$ cat src/rtl/fifo_sched.sv
// fifo_sched: round-robin write arbiter for NREQ requesters feeding an external FIFO,
// plus a two-state read FSM that drains the FIFO through a valid/ready port.
module fifo_sched #(
  parameter int WIDTH = 32,
  parameter int NREQ  = 4
) (
  input  logic                    clk,
  input  logic                    rst,
  input  logic [NREQ-1:0]         req_valid,
  input  logic [NREQ*WIDTH-1:0]   req_data,
  output logic [NREQ-1:0]         req_ready,
  output logic [$clog2(NREQ)-1:0] grant_id,
  output logic                    fifo_write,
  output logic [WIDTH-1:0]        fifo_data_in,
  output logic                    fifo_read,
  input  logic [WIDTH-1:0]        fifo_data_out,
  input  logic                    fifo_full,
  input  logic                    fifo_empty,
  output logic                    out_valid,
  output logic [WIDTH-1:0]        out_data,
  input  logic                    out_ready,
  output logic [15:0]             wr_count
);

  localparam int IW = $clog2(NREQ);

  typedef enum logic [0:0] {
    RD_IDLE  = 1'b0,
    RD_VALID = 1'b1
  } rd_state_e;

  rd_state_e     rd_state_q, rd_state_d;
  logic [IW-1:0] rr_ptr_q, rr_ptr_d;
  logic [IW-1:0] grant_q, grant_d;
  logic [15:0]   wr_count_q, wr_count_d;

  logic [IW-1:0] sel;
  logic [IW-1:0] idx;
  logic          hit;
  logic          any_valid;
  logic          write_allowed;

  function automatic logic [IW-1:0] wrap_inc(input logic [IW-1:0] v);
    if (v == IW'(NREQ - 1)) begin
      return {IW{1'b0}};
    end else begin
      return v + IW'(1);
    end
  endfunction

  // Round-robin search: first valid requester at or above rr_ptr, modulo NREQ.
  always_comb begin
    sel       = rr_ptr_q;
    any_valid = 1'b0;
    idx       = rr_ptr_q;
    hit       = 1'b0;
    for (int k = 0; k < NREQ; k++) begin
      hit       = !any_valid && req_valid[idx];
      sel       = hit ? idx : sel;
      any_valid = any_valid | hit;
      idx       = wrap_inc(idx);
    end
  end

  // Read FSM: one fifo_read per word, then present it until the consumer takes it.
  always_comb begin
    rd_state_d = rd_state_q;
    fifo_read  = 1'b0;
    out_valid  = 1'b0;
    out_data   = {WIDTH{1'b0}};
    case (rd_state_q)
      RD_IDLE: begin
        fifo_read  = !rst && !fifo_empty;
        rd_state_d = fifo_read ? RD_VALID : RD_IDLE;
      end
      RD_VALID: begin
        out_valid  = !rst;
        out_data   = rst ? {WIDTH{1'b0}} : fifo_data_out;
        rd_state_d = out_ready ? RD_IDLE : RD_VALID;
      end
      default: begin
        rd_state_d = RD_IDLE;
      end
    endcase
  end

  // Write path: reads win the FIFO port, and a full FIFO blocks in the same cycle.
  always_comb begin
    write_allowed  = !rst && !fifo_full && !fifo_read;
    req_ready      = {NREQ{1'b0}};
    req_ready[sel] = write_allowed && any_valid;
    fifo_write     = |req_ready;
    fifo_data_in   = req_data[int'(sel)*WIDTH +: WIDTH];
    rr_ptr_d       = fifo_write ? wrap_inc(sel) : rr_ptr_q;
    wr_count_d     = wr_count_q + (fifo_write ? 16'd1 : 16'd0);
    grant_id       = rst ? {IW{1'b0}} : (any_valid ? sel : grant_q);
    grant_d        = grant_id;
    wr_count       = rst ? 16'd0 : wr_count_q;
  end

  // State registers with synchronous reset; FIFO contents are not ours to clear.
  always_ff @(posedge clk) begin
    if (rst) begin
      rd_state_q <= RD_IDLE;
      rr_ptr_q   <= {IW{1'b0}};
      grant_q    <= {IW{1'b0}};
      wr_count_q <= 16'd0;
    end else begin
      rd_state_q <= rd_state_d;
      rr_ptr_q   <= rr_ptr_d;
      grant_q    <= grant_d;
      wr_count_q <= wr_count_d;
    end
  end

endmodule

$ cat config.mk
export PLATFORM = sky130hd
export DESIGN_NAME = fifo_sched
export DESIGN_NICKNAME = d
export VERILOG_FILES = /design/src/rtl/fifo_sched.sv
export SDC_FILE = /design/constraint.sdc
export NUM_CORES = 1
export LEC_CHECK = 0
export BUFFER_PORTS_ARGS = -buffer_cell sky130_fd_sc_hd__clkbuf_2
export CAP_MARGIN = 5
export CORE_AREA = 2 2 100 102
export DETAILED_ROUTE_END_ITERATION = 7
export DIE_AREA = 0 0 102 104
export MAX_ROUTING_LAYER = met4
export SLEW_MARGIN = 20
export SYNTH_ARGS = -nofsm -noshare
export SYNTH_HDL_FRONTEND = slang
export SYNTH_SLANG_ARGS = --single-unit
$ cat constraint.sdc
create_clock -name clk -period 4.7 [get_ports clk]
set_clock_uncertainty 0.1 [all_clocks]
set_input_delay 0.94 -clock clk [delete_from_list [all_inputs] [get_ports clk]]
set_output_delay 0.94 -clock clk [all_outputs]
set_load 0.05 [all_outputs]
* Yosys cells after proc, flatten, opt, wreduce, memory -nomap -nowiden
Cells that the tools add are included.
** Storage, ports and cells
- Register bits after elaboration :: 21
- Input port bits :: 169
- Output and inout port bits :: 89
- Logic and storage cells :: 69
** Operators by class
- Add/subtract/negate cells :: 5
- Order comparisons :: 6
- Equality and inequality tests :: 4
- Shifts and indexed selects :: 1
- Muxes and demuxes :: 28
- Bitwise gates (word level) :: 5
- Reductions and logical operators :: 16
** Operators by type and width (count)
- variable part select 128 x 8 -> 32 bit :: 1
- 2-to-1 mux 32 bit :: 2
- 2-to-1 mux 2 bit :: 9
- adder 16 x 1 -> 16 bit :: 1
- 2-to-1 mux 16 bit :: 1
- < comparator 2 x 3 -> 1 bit, second input constant :: 5
- 2-to-1 mux 1 bit :: 10
- adder 2 x 1 -> 2 bit, second input constant :: 4
- binary-select mux 1 bit (select 2 bit) :: 4
- equality test 2 bit, second input constant :: 4
- logical AND 1 bit :: 8
- zero test 1 bit :: 7
- AND 4 bit :: 1
- OR reduction 4 bit :: 1
- bitwise OR 1 bit :: 3
- demux 1 bit (select 2 bit) :: 1
- >= comparator 2 x 1 -> 1 bit, second input constant :: 1
- case mux 1 bit (2 select lines) :: 1
- inverter 1 bit :: 1

* Logic depth before layout (Yosys ltp)
- Word-level depth :: 20
- Mapped depth :: 17
- Mapped depth without buffers :: 14

* Least setup slack after synthesis
No wires, ideal clock.
- Path type :: input -> register
- Start :: input req_valid[1]
- End :: register wr_count_q[6]
- Library setup time :: 0.128 ns
- Arrival :: 3.988 ns
- Required time :: 4.472 ns
- Path slack :: 0.484 ns
- Stages on the path :: 15
- Path buffers :: 2
- Cell sequence :: nor4b_1 -> a311oi_2 -> o2111a_1 -> nor3_1 -> buf_6 -> buf_2 -> inv_2 -> ha_1 -> o31a_1 -> ha_1 -> ha_1 -> and2_0 -> and4_1 -> xnor2_1 -> nor2_1
** Between the ends
- Longest elaborated chain between the ends :: 19
- Elaborated cells between the ends (all ways) :: 30
- Those cells by class :: add/sub (1); order compare (2); mux (14); bitwise (4); reduce/logical (9)
** RTL lines
- start: declaration :: line 9 : input logic [NREQ-1:0] req_valid,
- binary-select mux 1 bit (select 2 bit) :: line 58 : hit = !any_valid && req_valid[idx];
- 2-to-1 mux 1 bit (not written as such) :: line 58
- zero test 1 bit :: line 58
- logical AND 1 bit :: line 58
- bitwise OR 1 bit :: line 60 : any_valid = any_valid | hit;
- zero test 1 bit :: line 58
- logical AND 1 bit :: line 58
- bitwise OR 1 bit :: line 60
- (+4 left out)
- logical AND 1 bit :: line 91 : req_ready[sel] = write_allowed && any_valid;
- 2-to-1 mux 1 bit (not written as such) :: line 91
- demux 1 bit (select 2 bit) :: line 91
- AND 4 bit (no line) (*)
- OR reduction 4 bit (*) :: line 92 : fifo_write = |req_ready;
- named net fifo_write :: line 13 : output logic fifo_write,
- 2-to-1 mux 1 bit (*) :: line 95 : wr_count_d = wr_count_q + (fifo_write ? 16'd1 : 16'd0);
- adder 16 x 1 -> 16 bit (*) :: line 95
- end signal: assignment :: line 112 : wr_count_q <= wr_count_d;
- end: declaration :: line 35 : logic [15:0] wr_count_q, wr_count_d;
The timed path passes the listed nets; every way through them passes the cells marked *. The select of a mux whose other input is x is not followed.
A chain may end at the register's enable or synchronous reset.

* Final worst setup path
- Start :: register rr_ptr_q[0]
- End :: output fifo_data_in[30]
** Between the ends
- Longest elaborated chain between the ends :: 13
- Elaborated cells between the ends (all ways) :: 29
- Those cells by class :: add/sub (3); eq/ne (3); shift (1); mux (14); bitwise (2); reduce/logical (6)
** RTL lines
- start: declaration :: line 33 : logic [IW-1:0] rr_ptr_q, rr_ptr_d;
- start signal: assignment :: line 105 : rr_ptr_q <= {IW{1'b0}};
- start signal: assignment :: line 110 : rr_ptr_q <= rr_ptr_d;
- parallel branches: the longest is 11 deep, another holds adder 2 x 1 -> 2 bit
- 2-to-1 mux 2 bit (*) :: line 59 : sel = hit ? idx : sel;
- variable part select 128 x 8 -> 32 bit (*) :: line 93 : fifo_data_in = req_data[int'(sel)*WIDTH +: WIDTH];
- end: declaration :: line 14 : output logic [WIDTH-1:0] fifo_data_in,
Every way passes the cells marked *. The select of a mux whose other input is x is not followed.

==> flow_summary.toml <==
[status]
status = "completed"

[synth]
synth_cell_types = 43
synth_area_leaders = "mux2i_1, dfxtp_1, and2_1, nor2b_1, nor2_1"
synth_flop_cell = "dfxtp_1"
synth_edf_count = 0
syn_avg_cell_area_um2 = 8.53
synth-seq-area-share_pct = 16.3
yosysWarnings = 0
ys_ff_latch = 21
syn_nets = 475
ys_async_sr_fraction_pct = 0
synth.top_cell.area_share_pct = 39.6
synthCells = 302
syn_area_um2 = 2580
yosysTopAreaCell = "mux2i_1"

[route]
routed-via-count = 3107
avgRoutedWirePerCell_um = 14.4
drtPass1Iterations = 4
via_per_inst = 4.56
ant_nets = 0
drt_iter0_drc = 130
drc = 0
drt_wl_total_mm = 9.81

[worst_setup_path]
cp-end-kind = "output port"
crit_fanout = 64
cp.required_ns = 3.66
ff2ff_setup_slack_ns = 0.66
critPathArrivalTime_ns = 3.44
crit_type = "flop to output port"
crit_path_start_kind = "flop"

[hold_path]
hold_class = "flop to flop"

[placement]
dp_hpwl_mm = 8.43
post_dp_cell_area_um2 = 3960
place.port_buffers = 257
gp_congestion = 0.945

[global_route]
first_global_vias = 2878
grtUsageTotal_pct = 17.6
antenna_found_initial = 2
gr-total-overflow = 0
grt_pass1_wl_mm = 14.4
grt_max_degree = 65

[power_and_ir_drop]
p_sw_mw = 1.35
p_sw_share_pct = 61.2
clockPowerShare_pct = 5.4
power.total_mw = 2.21
power_frac_seq_pct = 9.3
peakVddDrop_uv = 298
p_comb_share_pct = 85.4
cellPowerDensity_nw_per_um2 = 551
intPower_mw = 0.857
p_leak_nw = 2.23

[clock_tree]
cts_buffers = 3
cts.sink_count = 21
cts_tree = "done"
clkTransAtPathRegs_ns = 0.08
cts_setup_buffers = 0
cts-root-buf = "clkbuf_8"
hold_buffers = 0
insertion_delay_ns = 0.26
cts_resized = 0
clockBufferDepth = 2
htreeDepth = 1

[layout]
nets = 720
fin_area_um2 = 4010
drive_above_1_share_pct = 49.8
area_growth_pct = 55.7
nFillCells = 984

[timing]
hold_viol_final = 0
slew_violations = 0
tns_ns = 0
maxSlewHeadroom_pct = 59.1
rsz0062_at_grt = "no"
fmax_mhz = 223
timing.hold.ws_ns = 0.364
fin_crit_sh_pct = 95.3
finalSetupViolations = 0
max_slew.worst_pin.slew_ns = 0.609
final.min_clock_period_ns = 4.48

[floorplan]
fp.dieH_um = 104
die-area_um2 = 10600
fp.dieW_um = 102
initial_core_util_pct = 27.0
coreArea_um2 = 9550
rows = 36
num_io_pins = 258

[flow_run]
timing.max_cap.violations = 0
==> layer usage <==
metal / track usage (%) / up-vias / share of wire (%)
li1: - / 1562 / -
met1: 20.0 / 1381 / 40
met2: 29.7 / 152 / 49
met3: 6.12 / 12 / 10
met4: 3.52 / 0 / 1.3
met5: - / - / 0
==> kinds of logic after synthesis <==
| family | count (synthesis) | synth area share, % |
|---|---|---|
| AND/OR/NAND/NOR | 112 | 24.3 |
| adder cells (fa/ha/maj) | 4 | 1.94 |
| XOR/XNOR | 14 | 4.76 |
| buffers and inverters | 29 | 6.16 |
| AO/OA/AOI/OAI | 18 | 5.44 |
| flip-flops | 21 | 16.3 |
| multiplexers | 104 | 41.1 |
==> worst max-delay path, cell delays in order (launching register included) <==
cell	delay [ns]
dfxtp_1	0.65
ha_1	0.41
inv_2	0.10
mux4_2	0.53
o21a_1	0.24
clkinv_2	0.10
buf_12	0.36
mux2i_1	0.37
mux2i_1	0.13
clkbuf_2	0.26
==> registers in the layout, indices dropped and copies added (netlist names) <==
name,flops
grant_q,2
wr_count_q,16
rd_state_q,1
rr_ptr_q,2
==> per-stage QoR <==
step                      cells  setup slack (ns)  util, %
after CTS                   679             0.265     42.0
after floorplan             302             0.484        -
after detailed placement    675             0.487     41.5
after global routing        681            0.0898     42.0
final                       681             0.220     42.0
after global placement      675             0.516     41.5
==> cell usage after synthesis, drive strengths merged, types with 2 or more instances <==
cell	number
nor4b	3
nand4	2
and2	35
nand3	5
and3	2
nand2	7
ha	4
o21a	2
mux2i	102
inv	8
nor2	22
xnor2	5
a21oi	4
clkbuf	8
nor3	9
dfxtp	21
a31oi	2
nor4	2
a311oi	2
buf	13
xor2	9
or2	2
nor2b	18
and4	2
==> cells in the final DEF, fill, tap and decap left out, drive strengths merged, types with 3 or more instances in the layout <==
master,n
mux2i,102
nor3,9
ha,4
buf,4
nor4b,3
nor2b,18
xor2,9
nand3,5
nor2,22
and2,35
xnor2,5
dfxtp,21
inv,7
nand2,7
clkbuf,261
a21oi,4
==> final timing paths <==
kind,start,depth (start not counted),end
worst max-delay path,rr_ptr_q[0]$_SDFFE_PP0N_,9,fifo_data_in[30]
worst min-delay path,grant_q[0]$_SDFF_PP0_,2,grant_q[0]$_SDFF_PP0_
worst max register to register,rr_ptr_q[0]$_SDFFE_PP0N_,14,wr_count_q[6]$_SDFF_PP0_
worst min register to register,grant_q[0]$_SDFF_PP0_,2,grant_q[0]$_SDFF_PP0_
==> power groups by stage <==
stage / combinational [mW] / sequential (mW) / clock, mW
after floorplan: 1.54 / 0.202 / 0
after global placement: 1.88 / 0.209 / 0
after detailed placement: 1.90 / 0.209 / 0
after CTS: 1.90 / 0.204 / 0.124
after global routing: 1.99 / 0.206 / 0.134
final: 1.89 / 0.205 / 0.119
==> cell type report <==
| type | count | area (um^2) | area share (%) |
|---|---|---|---|
| flip-flops and latches | 21 | 420 | 10.5 |
| well taps | 133 | 166 | 4.15 |
| diodes | 2 | 5.00 | 0.125 |
| multi-input cells | 252 | 2000 | 49.9 |
| inverters | 8 | 31.3 | 0.780 |
| clock buffers | 4 | 45.0 | 1.12 |
| repair buffers | 261 | 1340 | 33.4 |
(Power assumes the default switching activity.)
